## config.mk

```make
export PLATFORM = sky130hd
export DESIGN_NAME = mul_cdb_buffer_flat
export DESIGN_NICKNAME = d
export VERILOG_FILES = /design/src/rtl/mul_cdb_buffer_if.sv /design/src/rtl/mul_cdb_buffer.sv /design/src/flat_wrapper.sv
export SDC_FILE = /design/constraint.sdc
export NUM_CORES = 1
export LEC_CHECK = 0
export ABC_AREA = 1
export CORE_ASPECT_RATIO = 0.9
export CORE_MARGIN = 4
export CORE_UTILIZATION = 57
export CTS_CLUSTER_SIZE = 20
export DETAILED_ROUTE_END_ITERATION = 8
export PLACE_DENSITY = 0.8
export SLEW_MARGIN = 25
export SYNTH_ARGS = -nofsm -noshare
export SYNTH_HDL_FRONTEND = slang
export SYNTH_SLANG_ARGS = --single-unit
```

## constraint.sdc

```tcl
create_clock -name clock -period 13.51 [get_ports clock]
set_input_delay 2.702 -clock clock [delete_from_list [all_inputs] [get_ports clock]]
set_output_delay 2.702 -clock clock [all_outputs]
set_load 0.05 [all_outputs]
```

## src/rtl/mul_cdb_buffer_if.sv

```systemverilog
// Multiplier result / CDB bundle for mul_cdb_buffer.
// Master is the environment side; slave is the buffer.
interface mul_cdb_buffer_if #(
    parameter int XLEN    = 32,
    parameter int PRF_LEN = 6,
    parameter int ROB_LEN = 5,
    parameter int DEPTH   = 4
);
    localparam int CW = $clog2(DEPTH) + 1;

    logic               mul_enable;
    logic               mul_valid;
    logic [XLEN-1:0]    mul_value;
    logic [PRF_LEN-1:0] mul_prf_idx;
    logic [ROB_LEN-1:0] mul_rob_idx;
    logic [XLEN-1:0]    mul_PC;
    logic               squash;
    logic               cdb_grant;
    logic               cdb_req;
    logic [XLEN-1:0]    cdb_value;
    logic [PRF_LEN-1:0] cdb_prf_idx;
    logic [ROB_LEN-1:0] cdb_rob_idx;
    logic [XLEN-1:0]    cdb_PC;
    logic               mul_issue_ok;
    logic [CW-1:0]      count;
    logic               overflow_err;

    modport master (
        output mul_enable, mul_valid, mul_value, mul_prf_idx,
        output mul_rob_idx, mul_PC, squash, cdb_grant,
        input  cdb_req, cdb_value, cdb_prf_idx, cdb_rob_idx,
        input  cdb_PC, mul_issue_ok, count, overflow_err
    );

    modport slave (
        input  mul_enable, mul_valid, mul_value, mul_prf_idx,
        input  mul_rob_idx, mul_PC, squash, cdb_grant,
        output cdb_req, cdb_value, cdb_prf_idx, cdb_rob_idx,
        output cdb_PC, mul_issue_ok, count, overflow_err
    );
endinterface

```

## src/rtl/mul_cdb_buffer.sv

```systemverilog
// Multiplier result FIFO feeding the CDB arbiter, with issue-credit
// tracking and squash-time discard of wrong-path in-flight results.
module mul_cdb_buffer #(
    parameter int XLEN       = 32,
    parameter int PRF_LEN    = 6,
    parameter int ROB_LEN    = 5,
    parameter int DEPTH      = 4,
    parameter int PIPE_DEPTH = 8
) (
    input logic            clock,
    input logic            reset,
    mul_cdb_buffer_if.slave bus
);
    localparam int AW = $clog2(DEPTH);
    localparam int CW = AW + 1;
    localparam int IW = $clog2(PIPE_DEPTH + DEPTH + 1);

    logic [XLEN-1:0]    r_value [DEPTH];
    logic [PRF_LEN-1:0] r_prf   [DEPTH];
    logic [ROB_LEN-1:0] r_rob   [DEPTH];
    logic [XLEN-1:0]    r_pc    [DEPTH];

    logic [AW-1:0] r_head;
    logic [AW-1:0] r_tail;
    logic [CW-1:0] r_count;
    logic [IW-1:0] r_inflight;
    logic [IW-1:0] r_discard;
    logic          r_ovf;

    logic          w_full;
    logic          w_req;
    logic          w_pop;
    logic          w_take;
    logic          w_push;
    logic          w_drop;
    logic [IW-1:0] w_inflight_nxt;
    logic [IW:0]   w_occ;

    assign w_full = (r_count == CW'(DEPTH));
    assign w_req  = (r_count != '0);
    assign w_pop  = w_req & bus.cdb_grant & ~bus.squash;
    // Results owed to a squash are swallowed before they reach the FIFO.
    assign w_take = bus.mul_valid & (r_discard == '0);
    assign w_push = w_take & (~w_full | w_pop) & ~bus.squash;
    assign w_drop = w_take & w_full & ~w_pop & ~bus.squash;

    assign w_inflight_nxt = r_inflight
                          + IW'(bus.mul_enable)
                          - IW'(bus.mul_valid);

    assign w_occ = (IW+1)'(r_count) + (IW+1)'(r_inflight);

    always_ff @(posedge clock or posedge reset) begin
        if (reset) begin
            r_head     <= '0;
            r_tail     <= '0;
            r_count    <= '0;
            r_inflight <= '0;
            r_discard  <= '0;
            r_ovf      <= 1'b0;
        end else begin
            r_inflight <= w_inflight_nxt;
            if (bus.squash) begin
                r_head    <= '0;
                r_tail    <= '0;
                r_count   <= '0;
                r_discard <= w_inflight_nxt;
            end else begin
                if (bus.mul_valid && r_discard != '0)
                    r_discard <= r_discard - IW'(1);
                if (w_push)
                    r_tail <= r_tail + AW'(1);
                if (w_pop)
                    r_head <= r_head + AW'(1);
                if (w_push && !w_pop)
                    r_count <= r_count + CW'(1);
                else if (w_pop && !w_push)
                    r_count <= r_count - CW'(1);
                if (w_drop)
                    r_ovf <= 1'b1;
            end
        end
    end

    always_ff @(posedge clock or posedge reset) begin
        if (reset) begin
            for (int i = 0; i < DEPTH; i++) begin
                r_value[i] <= '0;
                r_prf[i]   <= '0;
                r_rob[i]   <= '0;
                r_pc[i]    <= '0;
            end
        end else if (w_push) begin
            r_value[r_tail] <= bus.mul_value;
            r_prf[r_tail]   <= bus.mul_prf_idx;
            r_rob[r_tail]   <= bus.mul_rob_idx;
            r_pc[r_tail]    <= bus.mul_PC;
        end
    end

    assign bus.cdb_req      = w_req;
    assign bus.cdb_value    = r_value[r_head];
    assign bus.cdb_prf_idx  = r_prf[r_head];
    assign bus.cdb_rob_idx  = r_rob[r_head];
    assign bus.cdb_PC       = r_pc[r_head];
    assign bus.mul_issue_ok = (w_occ < (IW+1)'(DEPTH));
    assign bus.count        = r_count;
    assign bus.overflow_err = r_ovf;
endmodule

```

## src/flat_wrapper.sv

```systemverilog
// flat-port wrapper written by rule: the top's interface ports become plain ports
module mul_cdb_buffer_flat 
#(
    parameter int XLEN       = 32,
    parameter int PRF_LEN    = 6,
    parameter int ROB_LEN    = 5,
    parameter int DEPTH      = 4,
    parameter int PIPE_DEPTH = 8
)
  (clock, reset, bus_mul_enable, bus_mul_valid, bus_mul_value, bus_mul_prf_idx, bus_mul_rob_idx, bus_mul_PC, bus_squash, bus_cdb_grant, bus_cdb_req, bus_cdb_value, bus_cdb_prf_idx, bus_cdb_rob_idx, bus_cdb_PC, bus_mul_issue_ok, bus_count, bus_overflow_err);
  mul_cdb_buffer_if #(.XLEN(XLEN), .PRF_LEN(PRF_LEN), .ROB_LEN(ROB_LEN), .DEPTH(DEPTH)) bus_i ();
  input logic clock;
  input logic reset;
  input wire logic [$bits(bus_i.mul_enable)-1:0] bus_mul_enable;
  input wire logic [$bits(bus_i.mul_valid)-1:0] bus_mul_valid;
  input wire logic [$bits(bus_i.mul_value)-1:0] bus_mul_value;
  input wire logic [$bits(bus_i.mul_prf_idx)-1:0] bus_mul_prf_idx;
  input wire logic [$bits(bus_i.mul_rob_idx)-1:0] bus_mul_rob_idx;
  input wire logic [$bits(bus_i.mul_PC)-1:0] bus_mul_PC;
  input wire logic [$bits(bus_i.squash)-1:0] bus_squash;
  input wire logic [$bits(bus_i.cdb_grant)-1:0] bus_cdb_grant;
  output wire logic [$bits(bus_i.cdb_req)-1:0] bus_cdb_req;
  output wire logic [$bits(bus_i.cdb_value)-1:0] bus_cdb_value;
  output wire logic [$bits(bus_i.cdb_prf_idx)-1:0] bus_cdb_prf_idx;
  output wire logic [$bits(bus_i.cdb_rob_idx)-1:0] bus_cdb_rob_idx;
  output wire logic [$bits(bus_i.cdb_PC)-1:0] bus_cdb_PC;
  output wire logic [$bits(bus_i.mul_issue_ok)-1:0] bus_mul_issue_ok;
  output wire logic [$bits(bus_i.count)-1:0] bus_count;
  output wire logic [$bits(bus_i.overflow_err)-1:0] bus_overflow_err;
  assign bus_i.mul_enable = bus_mul_enable;
  assign bus_i.mul_valid = bus_mul_valid;
  assign bus_i.mul_value = bus_mul_value;
  assign bus_i.mul_prf_idx = bus_mul_prf_idx;
  assign bus_i.mul_rob_idx = bus_mul_rob_idx;
  assign bus_i.mul_PC = bus_mul_PC;
  assign bus_i.squash = bus_squash;
  assign bus_i.cdb_grant = bus_cdb_grant;
  assign bus_cdb_req = bus_i.cdb_req;
  assign bus_cdb_value = bus_i.cdb_value;
  assign bus_cdb_prf_idx = bus_i.cdb_prf_idx;
  assign bus_cdb_rob_idx = bus_i.cdb_rob_idx;
  assign bus_cdb_PC = bus_i.cdb_PC;
  assign bus_mul_issue_ok = bus_i.mul_issue_ok;
  assign bus_count = bus_i.count;
  assign bus_overflow_err = bus_i.overflow_err;
  mul_cdb_buffer #(.XLEN(XLEN), .PRF_LEN(PRF_LEN), .ROB_LEN(ROB_LEN), .DEPTH(DEPTH), .PIPE_DEPTH(PIPE_DEPTH)) u_core (.clock(clock), .reset(reset), .bus(bus_i));
endmodule
```

==> flow_summary.json <==
{
  "synth_compound_area_frac": 0.1881,
  "synth-seq-cells": 316,
  "drt_pre_antenna_iters": 7,
  "drtIter0Drc": 1490,
  "vias": 13520,
  "num_antenna_cells": 0,
  "post_cts_resized": 0,
  "rr_worst_depth": 9,
  "setup_viol": 0,
  "post-route-period-util": 0.4929,
  "synth_seq_area_share": 0.5290,
  "num_rows": 55,
  "holdBufCountCts": 0,
  "fin_nets": 2012,
  "tightestPinTransition_ns": 1.003,
  "clkTransAtPathRegs_ns": 0.06,
  "postSynthCellCount": 1850,
  "vias_per_cell": 5.916,
  "yosysUniqueCellTypes": 32,
  "netlist_area_um2": 14950,
  "start_util": 0.5871,
  "grt_overflow_total": 0,
  "syn_nets": 1945,
  "grt_util_all_layers": 0.2868,
  "period_minus_slack_ns": 6.658,
  "io_pins": 162,
  "synth-simple-area-share": 0.2069,
  "hp-start": "u_core.r_pc[58]",
  "fmax_mhz": 150.2,
  "yosys_warnings": 0,
  "crit_path_start_kind": "register",
  "cts_max_level": 2,
  "dp.final_hpwl_mm": 22.61,
  "die_y_um": 161.6,
  "cap_violations": 0,
  "drc": 0,
  "required_ns": 10.81,
  "finClkSkew_ns": 0.01097,
  "fill_cells": 2052,
  "rsz0062_at_grt": "no",
  "cts_sinks": 316,
  "grt_pass1_wl_mm": 67.96,
  "max_slew_margin": 0.3297,
  "endpoint_kind": "primary output",
  "final_common_cell": "nand2_1",
  "routed_wl_mm": 41.50,
  "cts.root.buffer_cell": "clkbuf_16",
  "yosys-mux-area-fraction": 0,
  "crit_fanout": 108,
  "reg2reg_slack_ns": 9.97,
  "die-area_um2": 28890,
  "whs_endpoint": "u_core.r_pc[58]",
  "clk_latency_ns": 0.52,
  "whs_path_depth": 2,
  "clockBufferDepth": 3,
  "crit_arrival_ns": 3.96,
  "post_drt_wl_per_cell_um": 18.16,
  "hold_violations": 0,
  "cts_inserted_buffers": 35,
  "r2r-end": "u_core.r_pc[21]",
  "final_antenna_net_count": 0,
  "yosys.area_share.xor_xnor": 0.002343,
  "antenna_found_initial": 3,
  "slew_viol_final": 0,
  "coreArea_um2": 25460,
  "fin_hold_ws_ns": 0.4774,
  "final_cell_mix": "nand2_1, o21ai_0, dfrtp_1, clkdlybuf4s50_1, nor2_1",
  "leakage_nw": 9.025,
  "post-route-util": 0.6883,
  "synth_top_family_by_area": "simple AND/OR/NAND/NOR gates",
  "portBuffers": 161,
  "avgSynthCellArea_um2": 8.081,
  "cts_tree": "yes",
  "place.gp.congestion": 0.8342,
  "status": "completed",
  "die_width_um": 178.7,
  "grt_max_degree": 170,
  "path_class": "register to primary output",
  "fin_setup_tns_ns": 0,
  "drive_gt1_frac": 0.04683,
  "hp-class": "register to register",
  "area_growth_pct": 17.22,
  "postCtsSetupBuffers": 0,
  "synth_fa_ha_area_frac": 0.01272,
  "power.density_nw_per_um2": 208.1,
  "grt_pass1_vias": 13120,
  "timing.rr.start": "u_core.r_discard[0]",
  "ir_drop_mv": 0.1289
}
## sequential cells by signal (all words and copies together), names as in the netlist
signal / count
u_core.bus.count: 3
u_core.bus.overflow_err: 1
u_core.r_discard: 4
u_core.r_head: 2
u_core.r_inflight: 4
u_core.r_pc: 128
u_core.r_prf: 24
u_core.r_rob: 20
u_core.r_tail: 2
u_core.r_value: 128
## area by class of cell
class | count | area [µm²] | share of cell area
sequential | 316 | 7913 | 0.4515
multi-input combinational | 1359 | 6138 | 0.3503
timing repair buffer | 178 | 1774 | 0.1012
clock buffer | 52 | 1052 | 0.06005
tap | 342 | 427.9 | 0.02442
inverter | 27 | 111.4 | 0.006354
clock inverter | 11 | 107.6 | 0.006140
## worst max-delay path, stage by stage (launching register included)
cell	delay, ns
dfrtp_4	0.74
inv_4	0.48
buf_6	0.66
o21ai_0	0.18
o22ai_1	0.39
clkdlybuf4s50_1	0.89
## cell usage after synthesis (all sizes together)
cell      n  area, µm²
a31oi     2      12.51
nand4     2      12.51
o21ai   455       2277
dfrtp   316       7908
clkbuf   95      382.9
a21oi     4      20.02
a32o      1      10.01
nand3    13      75.07
xor2      2      17.52
ha       12      150.1
or4       1      7.510
nand2   623       2346
nor3      1      5.000
buf      53      427.9
fa        2      40.04
o21bai    1      7.510
o221ai    1      8.760
or3       1      6.260
o22ai    76      475.5
xnor2     2      17.52
nor2    160      640.6
inv      27      101.4
## cell families after synthesis
| family | after synthesis |
|---|---|
| AO/OA/AOI/OAI | 540 |
| adder cells (fa/ha/maj) | 14 |
| XOR/XNOR | 4 |
| AND/OR/NAND/NOR | 801 |
| buffers and inverters | 175 |
| flip-flops | 316 |
## stage by stage
step                      instance area [µm²]  setup slack [ns]  power (W)  instances
after floorplan                         14950             2.065   0.002196       1850
after global placement                  16320             7.274   0.002661       2221
after detailed placement                16330             7.222   0.002689       2221
after CTS                               17490             6.701   0.003653       2284
after global routing                    17520             6.736   0.003817       2285
final                                   17520             6.852   0.003647       2285
## worst max path at each step
stage	from	endpoint	slack [ns]	cells after the start
after floorplan	reset	u_core.bus.count[0]	2.07	1
after global placement	u_core.r_head[0]	bus_cdb_value[18]	7.27	5
after detailed placement	bus_squash	u_core.r_pc[21]	7.22	9
after CTS	u_core.r_head[0]	bus_cdb_value[19]	6.70	5
after global routing	u_core.r_head[0]	bus_cdb_value[19]	6.74	5
final	u_core.r_head[0]	bus_cdb_value[19]	6.85	5
## power by group
part	internal (W)	leakage (nW)	switching, W
Clock	0.000578	0.575	0.000382
Sequential	0.00110	4.30	0.000101
Combinational	0.000460	4.15	0.00103
Total	0.00213	9.02	0.00151
## routing by layer
layer	vias to the layer above	global-route usage	part of all wire
li1	6231	-	-
met1	6542	0.4242	0.43
met2	650	0.4336	0.46
met3	89	0.05523	0.091
met4	6	0.08650	0.025
met5	-	0	0.00099
No activity file was read; power rests on OpenSTA's default activity.
